<file path="config.mk">
export PLATFORM = sky130hd
export DESIGN_NAME = vend_credit_ctrl
export DESIGN_NICKNAME = d
export VERILOG_FILES = /design/src/rtl/vend_credit_ctrl.sv
export SDC_FILE = /design/constraint.sdc
export NUM_CORES = 1
export LEC_CHECK = 0
export CORE_MARGIN = 10
export CORE_UTILIZATION = 46
export DETAILED_ROUTE_END_ITERATION = 12
export GPL_TIMING_DRIVEN = 0
export HOLD_SLACK_MARGIN = 0.05
export PLACE_DENSITY = 0.75
export SYNTH_ARGS = -nofsm -noshare
export SYNTH_HDL_FRONTEND = slang
export SYNTH_SLANG_ARGS = --single-unit
export TNS_END_PERCENT = 20
</file>
<file path="constraint.sdc">
create_clock -name clk -period 2.4 [get_ports clk]
set_input_delay 0.72 -clock clk [delete_from_list [all_inputs] [get_ports clk]]
set_output_delay 0.72 -clock clk [all_outputs]
set_load 0.005 [all_outputs]
</file>
<file path="src/rtl/vend_credit_ctrl.sv">
// Vending credit controller: accumulates coin credit, sequences a vend handshake, then returns change one unit at a time.
// Latency: one cycle from any accepted strobe to its registered outputs; vend and change steps each take at least one cycle.
// Backpressure: holds vend_req/change_req until vend_ack/change_ack; while busy, coins are rejected and selections/cancels are dropped.
module vend_credit_ctrl #(
    parameter int CREDIT_W    = 4,
    parameter int MAX_CREDIT  = 15,
    parameter int COIN0_VAL   = 1,
    parameter int COIN1_VAL   = 2,
    parameter int COIN2_VAL   = 5,
    parameter int PRICE_A     = 3,
    parameter int PRICE_B     = 4,
    parameter int AUTO_CHANGE = 1
) (
    input  logic                clk,
    input  logic                resetn,
    input  logic                coin_valid,
    input  logic [1:0]          coin_type,
    input  logic                sel_valid,
    input  logic                sel,
    input  logic                cancel,
    input  logic                vend_ack,
    input  logic                change_ack,
    output logic [CREDIT_W-1:0] credit,
    output logic                vend_req,
    output logic                vend_item,
    output logic                change_req,
    output logic                busy,
    output logic                coin_reject,
    output logic                sel_denied
);

    typedef enum logic [1:0] {
        ST_COLLECT = 2'd0,
        ST_VEND    = 2'd1,
        ST_CHANGE  = 2'd2
    } state_t;

    // Ceiling and coin values carried one bit wider so a sum can never wrap.
    localparam logic [CREDIT_W:0]   MAX_W  = (CREDIT_W+1)'(MAX_CREDIT);
    localparam logic [CREDIT_W:0]   COIN0_W = (CREDIT_W+1)'(COIN0_VAL);
    localparam logic [CREDIT_W:0]   COIN1_W = (CREDIT_W+1)'(COIN1_VAL);
    localparam logic [CREDIT_W:0]   COIN2_W = (CREDIT_W+1)'(COIN2_VAL);
    localparam logic [CREDIT_W-1:0] PRICE_A_W = CREDIT_W'(PRICE_A);
    localparam logic [CREDIT_W-1:0] PRICE_B_W = CREDIT_W'(PRICE_B);
    localparam logic [CREDIT_W-1:0] ONE_W     = CREDIT_W'(1);

    state_t              state_q, state_d;
    logic [CREDIT_W-1:0] credit_q, credit_d;
    logic                vend_req_q, vend_req_d;
    logic                vend_item_q, vend_item_d;
    logic                change_req_q, change_req_d;
    logic                busy_q, busy_d;
    logic                coin_reject_q, coin_reject_d;
    logic                sel_denied_q, sel_denied_d;

    logic [CREDIT_W:0]   coin_val;
    logic [CREDIT_W:0]   coin_sum;
    logic [CREDIT_W-1:0] price;

    // Coin value lookup, widened sum and selected price.
    always_comb begin
        coin_val = '0;
        case (coin_type)
            2'b00:   coin_val = COIN0_W;
            2'b01:   coin_val = COIN1_W;
            2'b10:   coin_val = COIN2_W;
            default: coin_val = '0;
        endcase
        coin_sum = {1'b0, credit_q} + coin_val;
        price    = sel ? PRICE_B_W : PRICE_A_W;
    end

    // Next-state logic: cancel beats select beats coin while collecting; busy states only react to their ack.
    always_comb begin
        state_d       = state_q;
        credit_d      = credit_q;
        vend_item_d   = vend_item_q;
        coin_reject_d = 1'b0;
        sel_denied_d  = 1'b0;
        case (state_q)
            ST_COLLECT: begin
                if (cancel) begin
                    coin_reject_d = coin_valid;
                    if (credit_q != '0) begin
                        state_d = ST_CHANGE;
                    end
                end else if (sel_valid) begin
                    coin_reject_d = coin_valid;
                    if (credit_q >= price) begin
                        credit_d    = credit_q - price;
                        vend_item_d = sel;
                        state_d     = ST_VEND;
                    end else begin
                        sel_denied_d = 1'b1;
                    end
                end else if (coin_valid) begin
                    if (coin_type == 2'b11 || coin_sum > MAX_W) begin
                        coin_reject_d = 1'b1;
                    end else begin
                        credit_d = coin_sum[CREDIT_W-1:0];
                    end
                end
            end
            ST_VEND: begin
                coin_reject_d = coin_valid;
                if (vend_ack) begin
                    state_d = (AUTO_CHANGE != 0 && credit_q != '0) ? ST_CHANGE : ST_COLLECT;
                end
            end
            ST_CHANGE: begin
                coin_reject_d = coin_valid;
                if (credit_q == '0) begin
                    state_d = ST_COLLECT;
                end else if (change_ack) begin
                    credit_d = credit_q - ONE_W;
                    if (credit_q == ONE_W) begin
                        state_d = ST_COLLECT;
                    end
                end
            end
            default: begin
                state_d = ST_COLLECT;
            end
        endcase
        vend_req_d   = (state_d == ST_VEND);
        change_req_d = (state_d == ST_CHANGE);
        busy_d       = (state_d != ST_COLLECT);
    end

    // State and registered outputs, synchronous active-low reset drops everything including credit.
    always_ff @(posedge clk) begin
        if (!resetn) begin
            state_q       <= ST_COLLECT;
            credit_q      <= '0;
            vend_req_q    <= 1'b0;
            vend_item_q   <= 1'b0;
            change_req_q  <= 1'b0;
            busy_q        <= 1'b0;
            coin_reject_q <= 1'b0;
            sel_denied_q  <= 1'b0;
        end else begin
            state_q       <= state_d;
            credit_q      <= credit_d;
            vend_req_q    <= vend_req_d;
            vend_item_q   <= vend_item_d;
            change_req_q  <= change_req_d;
            busy_q        <= busy_d;
            coin_reject_q <= coin_reject_d;
            sel_denied_q  <= sel_denied_d;
        end
    end

    assign credit      = credit_q;
    assign vend_req    = vend_req_q;
    assign vend_item   = vend_item_q;
    assign change_req  = change_req_q;
    assign busy        = busy_q;
    assign coin_reject = coin_reject_q;
    assign sel_denied  = sel_denied_q;

endmodule

</file>
==> flow_summary.yaml, run 1 <==
power_and_ir_drop:
  clkPwrFrac_pct: 11.9
  pwr-share-comb_pct: 64.1
  p_sw_w: 0.0005901
  leakage_nw: 0.5787
  ir_drop_uv: 535.2
  p_sw_share_pct: 41.94
  seqPwrFrac_pct: 24.0
  p_int_w: 0.0008169
  power_per_cell_area_mw_per_mm2: 1035
worst_setup_path:
  cp.required_ns: 2.58
  path_cells: "buf_2 > inv_2 > ha_1 > inv_1 > fa_2 > a211oi_4 > a21bo_2 > a31oi_4 > buf_6 > a32o_1"
  crit_fanout: 6
  cp_data_arrival_time_ns: 2.48
  end_kind: "flop"
  cp_top_family: "compound AO/OA/AOI/OAI gates"
  path_buf_inv: 4
  slowest_delay_ns: 0.41
  slowest_stage: "fa_2"
  crit_type: "in2reg"
  startpoint_type: "input pin"
grt:
  grt_usage_pct: 11.81
  grt_pass1_wl_mm: 4.222
  grt_overflow: 0
  grt_antenna_before_repair: 0
  grt_max_degree: 11
  grt_pass1_vias: 989
logic_synthesis:
  syn_nets: 139
  yosysSeqAreaShare_pct: 23.30
  yosysWarnings: 0
  ys_types: 45
  synthArstFlopShare_pct: 0
  synth_area_sq_mm: 0.001031
  ys_ff_latch: 12
  synth_edf_count: 0
  netlist.area_leader.share_pct: 23.30
  syn_avg_cell_area_sq_um: 9.044
  synthTopCellsByArea: "dfxtp_1 23%, ha_1 16%, inv_1 4.7%, a21oi_1 4.4%, fa_1 3.9%"
  yosysTopAreaCell: "dfxtp_1"
  synthCells: 114
  synth_ff_type: "dfxtp_1"
outcome:
  status: "finished, final reports clean"
clock_tree:
  cts_buffer_depth: 2
  htree_num_levels: 1
  cts_buffers: 3
  cts_tree: "done"
  cts_root_buf: "clkbuf_4"
  clock-sinks: 12
  insertion_delay_ns: 0.28
  clk_pin_slew_ns: 0.08
  cts_hold_buf: 0
flow_run:
  drv_cap: 0
sta:
  whs_ns: 0.5386
  relSlewSlack_pct: 69.30
  finalCriticalPeriod_ns: 2.307
  hold_viol_final: 0
  setup_viol: 0
  rsz0062_at_grt: "no"
  fmax_mhz: 433.4
  period_share_pct: 96.13
  slew_viol_final: 0
  finalClockSkew_ns: 0.0005740
  worstMarginPinSlew_ns: 0.4548
detailed_routing:
  drtPass1Iterations: 4
  drtIter0Drc: 16
  wl_per_cell_um: 14.76
  drtAntennaViolNets: 0
  drt_wl_total_mm: 2.538
  avgViaCountPerCell: 5.517
  via_count: 949
  remaining_drc_errors: 0
placed_design:
  gp_congestion: 0.8754
  place_area_sq_mm: 0.001256
  io_buffers: 19
  dp_hpwl_mm: 1.922
die:
  die_x_um: 67.34
  io_pins: 20
  start_util_pct: 47.52
  num_rows: 17
  dieHeight_um: 67.34
  die_area_sq_mm: 0.004535
  coreArea_sq_mm: 0.002170
hold_path:
  hp-class: "reg2reg"
layout:
  drive_gt1_share_pct: 25.69
  antenna_cells: 0
  num-nets-final: 170
  fin_area_sq_mm: 0.001359
  fillers: 194
  area_delta_synth_final_pct: 31.80
## state kept, by name, summed over array words and instances, names as in the netlist
register	cells
credit	4
state_q	2
busy	1
change_req	1
coin_reject	1
sel_denied	1
vend_item	1
vend_req	1
## layout make-up
cell class / instances / area [sq um] / area share, %
clock buffer: 4 / 36.28 / 2.670
inverter: 13 / 48.80 / 3.591
sequential: 12 / 240.2 / 17.68
timing repair buffer: 26 / 235.2 / 17.31
multi-input combinational: 86 / 747.0 / 54.97
tap: 28 / 35.03 / 2.578
buffer: 3 / 16.27 / 1.197
## power by group through the flow
stage	clock, W	sequential [W]	combinational (W)
global placement	0	0.000337	0.000778
global route	0.000181	0.000349	0.00100
finish	0.000168	0.000338	0.000901
CTS	0.000173	0.000335	0.000883
floorplan	0	0.000326	0.000578
detailed placement	0	0.000338	0.000802
## logic make-up (layout without fill, tap and decap cells)
family,count (synthesis),after routing,synth area share (%)
multiplexers,2,2,1.942
adder cells (fa/ha/maj),15,15,19.66
buffers and inverters,16,46,6.310
AO/OA/AOI/OAI,34,34,28.16
XOR/XNOR,3,3,2.549
flip-flops,12,12,23.30
AND/OR/NAND/NOR,32,32,18.08
## layout by cell type (no fill, tap or decap), types with 3 or more instances in the layout
cell type / netlist / layout
nor2b_1: 3 / 3
inv_1: 13 / 12
dfxtp_1: 12 / 12
a21oi_1: 9 / 8
nand2_1: 10 / 10
o211ai_1: 3 / 3
clkbuf_4: 0 / 3
buf_4: 1 / 7
nand3_1: 3 / 3
ha_1: 13 / 12
o21ai_0: 3 / 3
nor2_1: 4 / 3
clkdlybuf4s50_1: 0 / 16
## per-stage QoR
stage / util, % / TNS [ns] / power (W) / worst slack [ns] / std cells
finish: 62.63 / 0 / 0.001407 / 0.09293 / 172
global route: 62.63 / 0 / 0.001531 / 0.02372 / 172
CTS: 62.17 / 0 / 0.001391 / 0.002394 / 171
detailed placement: 57.90 / -6.099 / 0.001141 / -0.6915 / 161
global placement: 57.90 / -5.581 / 0.001115 / -0.6472 / 161
floorplan: - / 0 / 0.0009044 / 0.02226 / 114
## cells in the mapped netlist (all sizes together) (2+ instances only)
| cell type | n |
|---|---|
| clkbuf | 2 |
| mux2i | 2 |
| nand2 | 10 |
| a21oi | 10 |
| nor2 | 4 |
| or2b | 2 |
| o211ai | 4 |
| nor2b | 4 |
| o311ai | 3 |
| nor3b | 2 |
| dfxtp | 12 |
| ha | 13 |
| o21ai | 4 |
| nor3 | 2 |
| nand3 | 3 |
| inv | 13 |
| fa | 2 |
| xor2 | 2 |
| a211oi | 3 |
## repair_timing
action,in CTS,in global routing
setup endpoints to repair,10,3
pin swaps,8,6
setup buffers,6,1
cloned,0,0
gates resized for setup,14,2
hold endpoints to repair,0,0
## metal layers
metal / up-vias / global-route usage [%] / wire [um]
met5: - / 0 / 0
met4: 0 / 6.410 / 44
met3: 8 / 3.967 / 167
met2: 24 / 19.31 / 1230
met1: 452 / 13.28 / 1094
li1: 465 / - / -
## path summary, 6_finish.rpt
kind	start	to	slack (ns)	cells after the start
worst max-delay path	sel	credit[0]$_SDFFE_PN0P_	0.09	10
worst min-delay path	vend_item$_SDFFE_PN0P_	vend_item$_SDFFE_PN0P_	0.54	2
worst min register to register	vend_item$_SDFFE_PN0P_	vend_item$_SDFFE_PN0P_	0.54	2
worst max register to register	credit[0]$_SDFFE_PN0P_	credit[0]$_SDFFE_PN0P_	0.13	9
## tightest hold or removal path, cell delays in order (launching register included)
cell	delay [ns]
dfxtp_1	0.32
mux2i_1	0.12
nor2b_1	0.06
(Power assumes the default switching activity.)
==> inputs of run 2 (changes only) <==
--- a/config.mk
+++ b/config.mk
@@ -6,11 +6,11 @@
 export NUM_CORES = 1
 export LEC_CHECK = 0
 export CORE_MARGIN = 10
-export CORE_UTILIZATION = 46
+export CORE_UTILIZATION = 51
 export DETAILED_ROUTE_END_ITERATION = 12
 export GPL_TIMING_DRIVEN = 0
 export HOLD_SLACK_MARGIN = 0.05
-export PLACE_DENSITY = 0.75
+export PLACE_DENSITY = 0.79
 export SYNTH_ARGS = -nofsm -noshare
 export SYNTH_HDL_FRONTEND = slang
 export SYNTH_SLANG_ARGS = --single-unit
==> constraint.sdc (replaced) <==
create_clock -name clk -period 2.2 [get_ports clk]
set_input_delay 0.66 -clock clk [delete_from_list [all_inputs] [get_ports clk]]
set_output_delay 0.66 -clock clk [all_outputs]
set_load 0.005 [all_outputs]
==> run 2 against run 1 <==
Compared with the run above:
- critical endpoint unchanged
- sequential power grew 13%
- clock-buffer cell count is the same
- clock power grew 4%
- routed wire length grew 7.8%
- critical path type unchanged
- the flow now finishes with violations (negative setup slack)
- sequential share of layout area shrank 0.68 points
- critical path depth is the same
==> flow_summary.yaml, run 2 (synthesized netlist as in run 1, its figures left out) <==
outcome:
  status: "finished with violations"
  violations: "negative setup slack"
layout:
  drive_gt1_share_pct: 29.37
  largest_reg_flops: 4
  layout_commonest_cell: "clkdlybuf4s50_1"
  final_cell_mix: "16 x clkdlybuf4s50_1, 11 x ha_1, 11 x dfxtp_1, 10 x nand2_1, 9 x inv_1"
  final_cells: 170
  area_delta_synth_final_pct: 37.74
  antenna_cells: 0
  fillers: 163
  multiInputGateArea_sq_um: 783.3
  num-nets-final: 169
  seq_area_sq_um: 241.5
power_and_ir_drop:
  ir_drop_uv: 788.7
  leakage_nw: 0.5860
  power_per_cell_area_mw_per_mm2: 1132
  p_total_w: 0.001607
detailed_routing:
  drtPass1Iterations: 4
  drtIter0Drc: 34
  remaining_drc_errors: 0
  drtAntennaViolNets: 0
  drt_wl_total_mm: 2.737
  wl_per_cell_um: 16.10
  avgViaCountPerCell: 5.524
  via_count: 939
sta:
  relSlewSlack_pct: 71.52
  slew_viol_final: 0
  finalCriticalPeriod_ns: 2.213
  fmax_mhz: 451.8
  setup_ws_ns: -0.01322
  setup_viol: 1
  hold_viol_final: 0
  period_share_pct: 100.6
  finalClockSkew_ns: 0.008363
  worstMarginPinSlew_ns: 0.4219
  rsz0062_at_grt: "yes"
clock_tree:
  cts_buffers: 3
  clk_pin_slew_ns: 0.08
  insertion_delay_ns: 0.28
  clock-sinks: 12
  htree_num_levels: 1
  cts_buffer_depth: 2
  cts_tree: "done"
  cts_root_buf: "clkbuf_4"
  cts_hold_buf: 0
placed_design:
  gp_congestion: 0.8390
  pre_cts_slack_ns: -0.8512
  io_buffers: 19
  dp_cells: 160
  dp_hpwl_mm: 2.018
grt:
  grt_max_degree: 11
  grt_antenna_before_repair: 0
  grt_pass1_vias: 1004
  grt_overflow: 0
  grt_pass1_wl_mm: 4.664
  grt_usage_pct: 13.32
worst_setup_path:
  crit_fanout: 5
  cp_data_arrival_time_ns: 2.39
  startpoint_type: "input pin"
  cp.required_ns: 2.37
  crit_type: "in2reg"
  end_kind: "flop"
die:
  coreArea_sq_mm: 0.001942
  num_rows: 16
  die_x_um: 64.96
  die_area_sq_mm: 0.004220
  io_pins: 20
  start_util_pct: 53.09
  dieHeight_um: 64.96
flow_run:
  drv_cap: 0
hold_path:
  hp-class: "reg2reg"
[run 2: final timing paths]
kind	start	end	slack, ns	cells past startpoint
worst max-delay path	sel	credit[0]$_SDFFE_PN0P_	-0.01	10
worst min-delay path	vend_item$_SDFFE_PN0P_	vend_item$_SDFFE_PN0P_	0.53	2
worst min register to register	vend_item$_SDFFE_PN0P_	vend_item$_SDFFE_PN0P_	0.53	2
worst max register to register	credit[0]$_SDFFE_PN0P_	credit[0]$_SDFFE_PN0P_	0.02	9
[run 2: worst max-delay path: stages]
cell	delay, ns
buf_12	0.11
clkinv_8	0.04
ha_4	0.12
inv_4	0.04
fa_2	0.41
a211oi_4	0.31
a21bo_2	0.21
a31oi_4	0.13
buf_6	0.17
a32o_1	0.19
[run 2: final cells by class]
cell class              instances  share of cell area (%)
plain buffers                   3                   1.145
clock buffers                   4                   2.555
inverters                      13                   4.670
multi-input cells              86                   55.15
flip-flops and latches         12                   17.00
well taps                      27                   2.379
repair buffers                 25                   17.09
[run 2: metal layers]
metal	global-route usage (%)	vias up	routed length [um]
met1	15.09	447	1161
li1	-	464	-
met4	2.406	0	18
met5	0	-	0
met3	4.983	2	146
met2	23.40	26	1410
[run 2: where the power goes]
group	switching [W]	leakage [nW]	internal [W]
logic	0.000510	0.467	0.000541
registers	0.0000976	0.0983	0.000284
clock network	0.0000745	0.0210	0.000101
total	0.000682	0.586	0.000925
[run 2: through the flow]
stage	hold WS (ns)	utilization, %	cell area, sq um	TNS [ns]
2_1_floorplan	0.5073	-	1060	-0.04208
3_3_place_gp	0.4939	66.11	1284	-7.641
3_5_place_dp	0.5244	66.11	1284	-7.808
4_1_cts	0.5427	70.68	1373	0
5_1_grt	0.5824	73.13	1420	-0.2514
6_report	0.5340	73.13	1420	-0.01322
[run 2: timing repair]
item / CTS / global route
pin swaps: 8 / 8
endpoints found under the setup margin: 11 / 7
cloned: 0 / 0
resized for setup: 17 / 12
setup buffers: 5 / 1
